`src/rtl/arc4_sched.sv`:
```
// ARC4 start-up scheduler: runs the init engine and then the key-schedule engine,
// and routes whichever engine is active onto the shared 256x8 S memory port.
module arc4_sched (
  input  logic       clk,
  input  logic       rst_n,
  input  logic       en,
  output logic       rdy,
  output logic       init_en,
  input  logic       init_rdy,
  input  logic [7:0] init_addr,
  input  logic [7:0] init_wrdata,
  input  logic       init_wren,
  output logic       ksa_en,
  input  logic       ksa_rdy,
  input  logic [7:0] ksa_addr,
  input  logic [7:0] ksa_wrdata,
  input  logic       ksa_wren,
  output logic [7:0] s_addr,
  output logic [7:0] s_wrdata,
  output logic       s_wren,
  output logic [1:0] phase
);

  typedef enum logic [2:0] {
    S_IDLE,
    S_INIT_START,
    S_INIT_WAIT,
    S_KSA_START,
    S_KSA_WAIT,
    S_DONE
  } state_t;

  typedef enum logic [1:0] {
    OWN_NONE,
    OWN_INIT,
    OWN_KSA
  } owner_t;

  state_t     r_state;
  state_t     w_next;
  logic       r_busy_seen;
  logic       w_busy_next;
  logic [1:0] r_phase;
  owner_t     w_owner;

  function automatic logic [1:0] phase_of(input state_t s);
    logic [1:0] p;
    case (s)
      S_INIT_START, S_INIT_WAIT: p = 2'b01;
      S_KSA_START,  S_KSA_WAIT:  p = 2'b10;
      S_DONE:                    p = 2'b11;
      default:                   p = 2'b00;
    endcase
    return p;
  endfunction

  always_ff @(posedge clk or negedge rst_n) begin
    if (!rst_n) begin
      r_state     <= S_IDLE;
      r_busy_seen <= 1'b0;
      r_phase     <= 2'b00;
    end else begin
      r_state     <= w_next;
      r_busy_seen <= w_busy_next;
      // Registered from the next state so phase lines up with the state it names.
      r_phase     <= phase_of(w_next);
    end
  end

  // busy_seen is only kept alive while staying in a WAIT state, so every
  // entry into a WAIT state starts from zero.
  always_comb begin
    w_next      = r_state;
    w_busy_next = 1'b0;
    rdy         = 1'b0;
    init_en     = 1'b0;
    ksa_en      = 1'b0;
    case (r_state)
      S_IDLE, S_DONE: begin
        rdy = 1'b1;
        if (en) w_next = S_INIT_START;
      end
      S_INIT_START: begin
        init_en = init_rdy;
        if (init_rdy) w_next = S_INIT_WAIT;
      end
      S_INIT_WAIT: begin
        if (r_busy_seen && init_rdy) w_next = S_KSA_START;
        else w_busy_next = r_busy_seen | ~init_rdy;
      end
      S_KSA_START: begin
        ksa_en = ksa_rdy;
        if (ksa_rdy) w_next = S_KSA_WAIT;
      end
      S_KSA_WAIT: begin
        if (r_busy_seen && ksa_rdy) w_next = S_DONE;
        else w_busy_next = r_busy_seen | ~ksa_rdy;
      end
      default: w_next = S_IDLE;
    endcase
  end

  always_comb begin
    case (r_state)
      S_INIT_START, S_INIT_WAIT: w_owner = OWN_INIT;
      S_KSA_START,  S_KSA_WAIT:  w_owner = OWN_KSA;
      default:                   w_owner = OWN_NONE;
    endcase
  end

  // Zero-latency memory mux; a non-owner's write enable never reaches the memory.
  always_comb begin
    s_addr   = 8'h00;
    s_wrdata = 8'h00;
    s_wren   = 1'b0;
    case (w_owner)
      OWN_INIT: begin
        s_addr   = init_addr;
        s_wrdata = init_wrdata;
        s_wren   = init_wren;
      end
      OWN_KSA: begin
        s_addr   = ksa_addr;
        s_wrdata = ksa_wrdata;
        s_wren   = ksa_wren;
      end
      default: begin
        s_addr   = 8'h00;
        s_wrdata = 8'h00;
        s_wren   = 1'b0;
      end
    endcase
  end

  assign phase = r_phase;

endmodule

```
`config.mk`:
```
export PLATFORM = sky130hd
export DESIGN_NAME = arc4_sched
export DESIGN_NICKNAME = d
export VERILOG_FILES = /design/src/rtl/arc4_sched.sv
export SDC_FILE = /design/constraint.sdc
export NUM_CORES = 1
export LEC_CHECK = 0
export CAP_MARGIN = 20
export CORE_MARGIN = 2
export CORE_UTILIZATION = 35
export DETAILED_ROUTE_END_ITERATION = 8
export DONT_BUFFER_PORTS = 1
export HOLD_SLACK_MARGIN = 0.02
export PLACE_DENSITY_LB_ADDON = 0.08
export SYNTH_ARGS = -nofsm -noshare
export SYNTH_HDL_FRONTEND = slang
export SYNTH_SLANG_ARGS = --single-unit
export TNS_END_PERCENT = 5
```
`constraint.sdc`:
```
create_clock -name clk -period 5 [get_ports clk]
set_input_delay 0.75 -clock clk [delete_from_list [all_inputs] [get_ports clk]]
set_output_delay 0.75 -clock clk [all_outputs]
set_load 0.005 [all_outputs]
```
---- Word level (Yosys, flattened, before mapping) ----
Cells that the tools add are included.
W data, S select, Z words.
word-level totals
  register bits ........................... 6
  input bits .............................. 39
  output and inout bits ................... 22
  logic and storage cells ................. 44
cells by class
  equal/unequal tests ..................... 12
  multiplexer cells ....................... 17
  bitwise logic cells ..................... 4
  reductions and logical operators ........ 8
operators by type and width
  operator              number
  $pmux W8 S2           2
  $mux W3               5
  $pmux W3 S5           1
  $eq A3 B2 Y1 const B  4
  $eq A3 B3 Y1 const B  4
  $reduce_or A2 Y1      5
  $eq A3 B1 Y1 const B  2
  $pmux W2 S3           1
  $mux W1               5
  $pmux W1 S2           2
  $pmux W2 S2           1
  $logic_not A3 Y1      1
  $eq A2 B1 Y1 const B  1
  $eq A2 B2 Y1 const B  1
  $logic_and A1 B1 Y1   2
  $not A1 Y1            2
  $or A1 B1 Y1          2

---- Longest topological paths before layout ----
Gate-level depths: netlist (run 1).
  word-level depth ........................ 6
  depth in mapped cells ................... 10
  depth with buffers taken out ............ 8

---- Worst setup path before layout (run 1) ----
Ideal clock, no wire load.
  path type ............................... register to output
  from .................................... reg r_state[0]
  to ...................................... out s_addr[4]
  data arrival time ....................... 1815 ps
  data required time ...................... 4250 ps
  setup slack ............................. 2435 ps
  cell stages (with the launch flop) ...... 10
  buffers on the path ..................... 3
  cell sequence ........................... dfrtp_1 -> buf_2 -> xor2_1 -> and2b_1 -> inv_1 -> ha_1 -> clkbuf_1 -> clkbuf_1 -> a22oi_1 -> nor2_1
between the ends
  longest elaborated chain between the ends .. 5
  elaborated cells on any way between the ends .. 10
  classes of those cells .................. 6 x eq/ne; 2 x mux; 2 x reduce/logical
ends and longest elaborated chain
  what                                                 line  text
  start: declaration                                   39    state_t r_state;
  start signal: assignment                             63    r_state <= w_next;
  $eq A3 B2 Y1 (tied with other cells)                 104   case (r_state)
  $reduce_or A2 Y1                                     104
  $pmux W2 S2 (*)                                      104
  $eq A2 B2 Y1 / $eq A2 B1 Y1 (equally long branches)  116   case (w_owner)
  $pmux W8 S2 (*)                                      116
  end: declaration                                     18    output logic [7:0] s_addr,
Mark *: on every way between the ends. The rest lies on a longest branch, timed or not.

---- Worst setup path after layout (run 1) ----
  from .................................... reg r_state[1]
  to ...................................... out s_wrdata[6]
between the ends
  longest elaborated chain between the ends .. 5
  elaborated cells on any way between the ends .. 10
  classes of those cells .................. 6 x eq/ne; 2 x mux; 2 x reduce/logical
ends and longest elaborated chain
  what                                                 line  text
  $eq A3 B2 Y1 (tied with other cells)                 104
  $reduce_or A2 Y1                                     104
  $pmux W2 S2 (*)                                      104
  $eq A2 B2 Y1 / $eq A2 B1 Y1 (equally long branches)  116
  $pmux W8 S2 (*)                                      116
  end: declaration                                     19    output logic [7:0] s_wrdata,
Marks and branches as above.

==> impl_metrics.tcl, run 1 <==
set metrics [dict create \
    run_status "finished, final reports clean" \
    cts_setup_buffers 0 \
    worst_pin_slew_ns 0.5300 \
    period_needed_ns 2.898 \
    routed_wl_um 1566 \
    slowest_delay_ns 0.52 \
    r2r_slack_ns 3.09 \
    fmaxAchievable_ghz 0.3451 \
    nets 128 \
    path_cells "nor2b_4 -> nand2_1 -> o21a_1 -> inv_1 -> ha_1 -> a22oi_1 -> nor2_1" \
    grt-busiest-layer "met2" \
    power_density_nw_per_um2 643.3 \
    avgSynthCellArea_um2 7.704 \
    io_pins 61 \
    worstSetupStartpointType "flip-flop" \
    antenna_found_initial 0 \
    wire_per_inst_um 14.11 \
    yosys_warnings 0 \
    dr.pass1.iters 4 \
    crit_arrival_ns 2.15 \
    clk_pin_slew_ns 0.05 \
    die_y_um 48.26 \
    design_area_um2 709.4 \
    dpl.cell_count 108 \
    cts_root_buf "clkbuf_4" \
    ys_ff_latch 6 \
    vias 610 \
    leakagePower_nw 0.3131 \
    dp_hpwl_um 1250 \
    drtIter0Drc 9 \
    maxCapViolCount 0 \
    finalSetupTns_ns 0 \
    drc 0 \
    final_antenna_net_count 0 \
    n_antenna_cell 0 \
    place_congestion 0.7925 \
    fillers 195 \
    via_per_inst 5.495 \
    track_usage_pct 13.31 \
    worstReg2RegStart "r_state[1]" \
    timing.rr.end "phase[1]" \
    cts_hold_buf 0 \
    grt_pass1_wl_um 2173 \
    die_x_um 48.26 \
    initial_core_util_pct 36.05 \
    rsz0062_at_grt "no" \
    coreArea_um2 1902 \
    numCtsBuffers 3 \
    grt.overflow.total 0 \
    final_layout_size_suffix_gt1_share_pct 10.71 \
    ir_drop_mv 0.3225 \
    worstSetupPathType "reg -> out" \
    fin_crit_sh_pct 57.96 \
    critPathMaxFanout 17 \
    seq_area_frac_synth_pct 21.90 \
    critPathSlowestCell "dfrtp_1" \
    hold_viol_final 0 \
    first_global_vias 503 \
    final_util_pct 37.30 \
    io_buffers 0 \
    place_ws_ns 2.358 \
    row_count 16 \
    multi_input_area_um2 480.5 \
    die_area_um2 2329 \
    place_area_um2 686.9 \
    final_cells 111 \
    power_mw 0.4564 \
    cts_buffer_depth 2 \
    crit_required_ns 4.25 \
    reg2reg_depth 7 \
    grt_max_degree 18 \
    critPathTopFamily "flip-flops" \
    ctsResizeCount 0 \
    tritoncts "yes" \
    hold_ws_ns 0.1906 \
    mostFrequentLayoutCell "nor2_1" \
    layout_setup_ws_ns 2.102 \
    setup_viol 0 \
    syn2layout_area_growth_pct 3.467 \
    regArea_um2 150.1 \
    skew_ns 0.004893 \
    critPathCaptureType "output port" \
    htree_levels 1 \
    worstSkewPairLatency_ns 0.25 \
    syn_area_um2 685.7 \
    path_buf_inv 1 \
    slew_headroom_pct 64.66 \
    use_met2_pct 23.16 \
    numClockSinks 6 \
    synth_cell_types 32 \
    postSynthCellCount 89 \
    mostFrequentLayoutCells "21 x nor2_1, 17 x a22oi_1, 6 x inv_1, 6 x dfrtp_1" \
    use_met3_pct 1.481 \
    gr-usage-met1_pct 16.33 \
    hp-class "in -> async" \
    synth.net_count 131 \
    maxSlewViolCount 0 \
]
## cells by family (layout without fill, tap and decap cells)
| kind of cell | count (synthesis) | after routing | share of synthesized area, % |
|---|---|---|---|
| muxes | 1 | 1 | 1.460 |
| and+or+nand+nor | 35 | 35 | 26.28 |
| DFF | 6 | 6 | 21.90 |
| xor gates and xnor gates | 2 | 2 | 2.555 |
| buffers and inverters | 14 | 9 | 8.029 |
| AOI/OAI and AO/OA | 28 | 28 | 34.31 |
| adders and majority gates | 3 | 3 | 5.475 |
## final cells by class
class | instances | area share (%)
clock buffers | 3 | 3.175
inverters | 6 | 3.175
multi-input cells | 69 | 67.72
flip-flops and latches | 6 | 21.16
well taps | 27 | 4.762
## power by group
part,internal [mW],leakage [nW],switching [mW]
sequential,0.0646,0.0803,0.0277
combinational,0.127,0.219,0.191
clock,0.0272,0.0138,0.0190
total,0.219,0.313,0.238
## worst reg2reg max path, stage by stage (launching register included)
cell and delay (ns):
dfrtp_1 0.52, nor2b_4 0.26, nand2_1 0.07, o21a_1 0.15, ha_1 0.23, or2_2 0.28
o22ai_1 0.19, o21bai_1 0.14
## worst max path at each step
| stage | start | endpoint | slack (ns) | cells past startpoint |
|---|---|---|---|---|
| after floorplan | r_state[0] | s_addr[4] | 2.44 | 9 |
| after global placement | r_state[1] | s_wrdata[4] | 2.40 | 6 |
| after detailed placement | r_state[1] | s_wrdata[4] | 2.36 | 6 |
| after CTS | r_state[1] | s_wrdata[4] | 2.10 | 6 |
| after global routing | r_state[1] | s_wrdata[3] | 1.86 | 7 |
| final | r_state[1] | s_wrdata[6] | 2.10 | 7 |
## synth_stat cells
library cell   n  share of area (%)
o21ai_0        1               0.73
a31o_1         1                1.3
a22oi_1       17                 19
nand2b_1       1               0.91
inv_1          6                3.3
o21ai_1        1               0.73
clkbuf_1       6                3.3
and3_1         1               0.91
and3b_2        1                1.5
o21a_1         1                1.1
a311oi_4       1                3.8
a2bb2o_4       1                2.9
nor2_1        21                 11
a21boi_0       1                1.1
nor2b_4        1                2.0
nor4b_1        1                1.3
nor2b_1        2                1.8
xor2_1         2                2.6
o21bai_1       1                1.1
a21oi_1        1               0.73
o22ai_1        1               0.91
and2b_1        1                1.1
nand2_1        2                1.1
and3b_1        1                1.3
nor3_1         1               0.73
or2_2          1               0.91
nor2b_2        1                1.3
ha_1           3                5.5
a2bb2oi_1      1                1.3
buf_2          2                1.5
mux2i_1        1                1.5
dfrtp_1        6                 22
## per-layer routing
layer  up-vias  part of all wire [%]  routed length, um
li1        305                     -                  -
met3         2                   7.9                124
met4         0                   1.5                 24
met2        38                    50                787
met5         -                     0                  0
met1       265                    40                630
## state kept, by name, indices dropped and copies added, names as in the netlist
signal and cells:
r_state 3, phase 2, r_busy_seen 1
(Power assumes the default switching activity.)
==> run 2, diff against run 1 <==
==> constraint.sdc (replaced) <==
create_clock -name clk -period 2.7 [get_ports clk]
set_input_delay 0.405 -clock clk [delete_from_list [all_inputs] [get_ports clk]]
set_output_delay 0.405 -clock clk [all_outputs]
set_load 0.005 [all_outputs]
==> run 2 against run 1 <==
Effect of this change:
- non-clock buffer count grew 1
- first-iteration DRC count is the same
- die area is the same
- critical endpoint unchanged
- global-route usage is the same
==> impl_metrics.tcl, run 2 (synthesized netlist as in run 1, its figures left out) <==
set metrics [dict create \
    run_status "finished, final reports clean" \
    worstReg2RegStart "r_state[1]" \
    startpoint "r_state[1]" \
    largest_reg_flops 3 \
    maxCapViolCount 0 \
    drc 0 \
    p_sw_mw 0.4418 \
    intPower_mw 0.4068 \
    worstSetupStartpointType "flip-flop" \
    grt_max_degree 18 \
    hold_viol_final 0 \
    cts_setup_buffers 0 \
    numCtsBuffers 3 \
    syn2layout_area_growth_pct 5.292 \
    rsz0062_at_grt "no" \
    die_x_um 48.26 \
    slew_headroom_pct 64.66 \
    setup_viol 0 \
    antenna_found_initial 0 \
    hold_start "init_rdy" \
    seqPwrFrac_pct 20.1 \
    cts_root_buf "clkbuf_4" \
    crit_arrival_ns 2.05 \
    grt_pass1_wl_um 2166 \
    dr.pass1.iters 4 \
    final_antenna_net_count 0 \
    finalSetupTns_ns 0 \
    worst_pin_slew_ns 0.5300 \
    leakagePower_nw 0.3155 \
    crit_required_ns 2.30 \
    place_congestion 0.7929 \
    row_count 16 \
    track_usage_pct 13.31 \
    fillers 198 \
    cts_buffer_depth 2 \
    first_global_vias 503 \
    initial_core_util_pct 36.05 \
    fin_crit_sh_pct 91.01 \
    combPwrFrac_pct 69.8 \
    mostFrequentLayoutCells "21 x nor2_1, 17 x a22oi_1, 6 x inv_1, 6 x dfrtp_1, 3 x clkbuf_4" \
    nets 129 \
    die_area_um2 2329 \
    ir_drop_mv 0.5972 \
    n_antenna_cell 0 \
    io_buffers 0 \
    regMostFlops "r_state" \
    period_needed_ns 2.457 \
    critPathMaxFanout 17 \
    dp_hpwl_um 1250 \
    fmaxAchievable_ghz 0.4069 \
    p_clk_share_pct 10.1 \
    worstSkewPairLatency_ns 0.25 \
    mostFrequentLayoutCell "nor2_1" \
    grt.overflow.total 0 \
    die_y_um 48.26 \
    coreArea_um2 1902 \
    wire_per_inst_um 14.00 \
    routed_wl_um 1568 \
    skew_ns 0.004897 \
    io_pins 61 \
    via_per_inst 5.500 \
    power_mw 0.8487 \
    numClockSinks 6 \
    maxSlewViolCount 0 \
    htree_levels 1 \
    worstSetupPathType "reg -> out" \
    drtIter0Drc 9 \
    hp-class "in -> reg" \
    vias 616 \
    power_density_nw_per_um2 1176 \
    critPathCaptureType "output port" \
    tritoncts "yes" \
    clk_pin_slew_ns 0.05 \
    final_layout_size_suffix_gt1_share_pct 11.76 \
    swShare_pct 52.06 \
]
## run 2: area by class of cell
| cell class | count | area, um^2 | area share, % |
|---|---|---|---|
| clock buffers | 3 | 22.52 | 3.120 |
| inverters | 6 | 22.52 | 3.120 |
| multi-input cells | 69 | 483.0 | 66.90 |
| flip-flops and latches | 6 | 150.1 | 20.80 |
| well taps | 27 | 33.78 | 4.679 |
| repair buffers | 1 | 10.01 | 1.386 |
## run 2: power groups by stage
stage / Combinational [mW] / Clock, mW / Sequential, mW
after CTS: 0.597 / 0.0889 / 0.170
after global placement: 0.593 / 0 / 0.172
after floorplan: 0.552 / 0 / 0.137
final: 0.592 / 0.0856 / 0.171
after detailed placement: 0.590 / 0 / 0.172
after global routing: 0.681 / 0.0929 / 0.179
## run 2: worst paths after layout
path	to	slack [ns]	cells after the start
worst max-delay path	s_wrdata[6]	0.24	5
worst min-delay path	r_busy_seen	0.36	3
worst max register to register	phase[1]	0.79	7
worst min register to register	r_state[0]	0.62	2
max in group asynchronous	r_state[2]	2.02	1
min in group asynchronous	r_state[0]	0.46	1
## run 2: timing repair
item	in CTS	in global routing
gates resized for setup	0	1
hold buffers	1	0
hold endpoints to repair	6	0
endpoints found under the setup margin	0	15
## run 2: metal layers
metal,vias up,global-route usage [%],part of all wire [%]
met1,269,16.33,40
met3,2,1.481,7.9
met4,0,5.946,1.5
met2,38,23.16,51
li1,307,-,-
met5,-,0,0
## run 2: worst max-delay path, cell delays in order, from the launching register on
cell and delay (ns):
dfrtp_1 0.52, nand2b_1 0.26, o21a_1 0.19, ha_1 0.51
a22oi_1 0.14, nor2_1 0.18
## run 2: through the flow
step	hold WS [ns]	setup slack [ns]	instance area (um^2)	std cells	utilization, %
after global routing	0.4053	0.02107	721.9	112	37.96
after floorplan	0.1094	0.4801	685.7	89	-
after CTS	0.3580	0.1433	719.4	112	37.83
final	0.3578	0.2426	721.9	112	37.96
after global placement	0.1095	0.4468	686.9	108	36.12
after detailed placement	0.1095	0.4027	686.9	108	36.12
==> run 3, diff against run 2 <==
--- a/config.mk
+++ b/config.mk
@@ -12,6 +12,7 @@
 export DONT_BUFFER_PORTS = 1
 export HOLD_SLACK_MARGIN = 0.02
 export PLACE_DENSITY_LB_ADDON = 0.08
+export REMOVE_ABC_BUFFERS = 1
 export SYNTH_ARGS = -nofsm -noshare
 export SYNTH_HDL_FRONTEND = slang
 export SYNTH_SLANG_ARGS = --single-unit
==> run 3 against run 2 <==
Effect of this change:
- count of clock-buffer cells in the layout is the same
- flip-flop and latch count is the same
- wire length grew 7.5%
- cell area is the same
- sequential share of layout area is the same
- critical endpoint is now s_wrdata[0]
==> impl_metrics.tcl, run 3 (synthesized netlist as in run 1, its figures left out) <==
set metrics [dict create \
    skew_ns 0.001317 \
    grt_max_degree 18 \
    worstSetupPathType "reg -> out" \
    slowest_delay_ns 0.53 \
    design_area_um2 721.9 \
    coreArea_um2 1902 \
    hold_viol_final 0 \
    rsz0062_at_grt "no" \
    nets 129 \
    die_x_um 48.26 \
    finalSetupTns_ns 0 \
    hold_ws_ns 0.4043 \
    slew_headroom_pct 61.99 \
    die_y_um 48.26 \
    crit_required_ns 2.30 \
    regMostFlops "r_state" \
    critical_path_depth 5 \
    final_cells 112 \
    worstSetupStartpointType "flip-flop" \
    leakagePower_nw 0.3155 \
    die_area_um2 2329 \
    whs_path_depth 3 \
    cts_setup_buffers 0 \
    htree_levels 1 \
    first_global_vias 554 \
    final_layout_size_suffix_gt1_share_pct 11.76 \
    cts_root_buf "clkbuf_4" \
    crit_arrival_ns 2.06 \
    maxCapViolCount 0 \
    drtIter0Drc 12 \
    worstSkewPairLatency_ns 0.24 \
    run_status "finished, final reports clean" \
    critPathCaptureType "output port" \
    period_needed_ns 2.465 \
    routed_wl_um 1685 \
    drc 0 \
    dp_hpwl_um 1335 \
    numClockSinks 6 \
    critPathMaxFanout 17 \
    grt.overflow.total 0 \
    n_antenna_cell 0 \
    io_buffers 0 \
    place_congestion 0.6757 \
    mostFrequentLayoutCell "nor2_1" \
    path_cells "nand2b_1 -> o21a_1 -> ha_1 -> a22oi_1 -> nor2_1" \
    syn2layout_area_growth_pct 5.292 \
    setup_viol 0 \
    grt_pass1_wl_um 2421 \
    initial_core_util_pct 36.05 \
    fin_crit_sh_pct 91.29 \
    critPathTopFamily "adder cells" \
    numCtsBuffers 3 \
    dpl.cell_count 108 \
    power_density_nw_per_um2 1179 \
    final_util_pct 37.96 \
    path_buf_inv 0 \
    maxSlewViolCount 0 \
    cts_buffer_depth 2 \
    fillers 204 \
    dr.pass1.iters 4 \
    io_pins 61 \
    vias 632 \
    ir_drop_mv 0.6880 \
    fmaxAchievable_ghz 0.4057 \
    hp-class "in -> reg" \
    critPathSlowestCell "ha_1" \
    mostFrequentLayoutCells "21 x nor2_1, 17 x a22oi_1, 6 x inv_1, 6 x dfrtp_1, 3 x clkbuf_4" \
    largest_reg_flops 3 \
    antenna_found_initial 0 \
    track_usage_pct 14.97 \
    via_per_inst 5.643 \
    tritoncts "yes" \
    final_antenna_net_count 0 \
    worst_pin_slew_ns 0.5701 \
    clk_pin_slew_ns 0.04 \
    wire_per_inst_um 15.04 \
    place_area_um2 686.9 \
    row_count 16 \
    reg2reg_depth 6 \
]
run 3: stage by stage:
stage / power (mW) / worst slack, ns
floorplan: 0.6618 / 0.6815
CTS: 0.8624 / 0.1269
global placement: 0.7595 / 0.4397
detailed placement: 0.7765 / 0.3914
finish: 0.8514 / 0.2353
global route: 0.9598 / 0.02658
run 3: final timing paths:
check                            start           to  slack [ns]
max                         r_state[1]  s_wrdata[0]        0.24
min reg2reg                r_busy_seen   r_state[0]        0.61
min                           init_rdy  r_busy_seen        0.40
min in group asynchronous        rst_n     phase[0]        0.47
max reg2reg                 r_state[1]     phase[1]        0.73
max in group asynchronous        rst_n   r_state[1]        2.02
run 3: what timing repair did:
action / in CTS / in global routing
hold buffers: 1 / 0
resized for setup: 0 / 1
hold endpoints to repair: 6 / 0
setup endpoints to repair: 0 / 16
run 3: worst min-delay path, stage by stage:
cell and delay, ns:
inv_1 0.02, a21oi_1 0.11, nor2_1 0.06
run 3: metal layers:
layer  vias to the layer above  GRT usage (%)  wire length, um
li1                        305              -                -
met1                       307          20.41              765
met2                        20          23.16              854
met3                         0          2.593               65
met4                         0          6.486                0
met5                         -              0                0
run 3: final cells by class:
type	count	area, um^2	area share, %
multi-input combinational	69	483.0	66.90
sequential	6	150.1	20.80
tap	27	33.78	4.679
clock buffer	3	22.52	3.120
inverter	6	22.52	3.120
timing repair buffer	1	10.01	1.386
run 3: power breakdown:
group	switching (mW)	total, mW	internal, mW
Combinational	0.366	0.603	0.237
Sequential	0.0490	0.169	0.120
Clock	0.0295	0.0796	0.0501
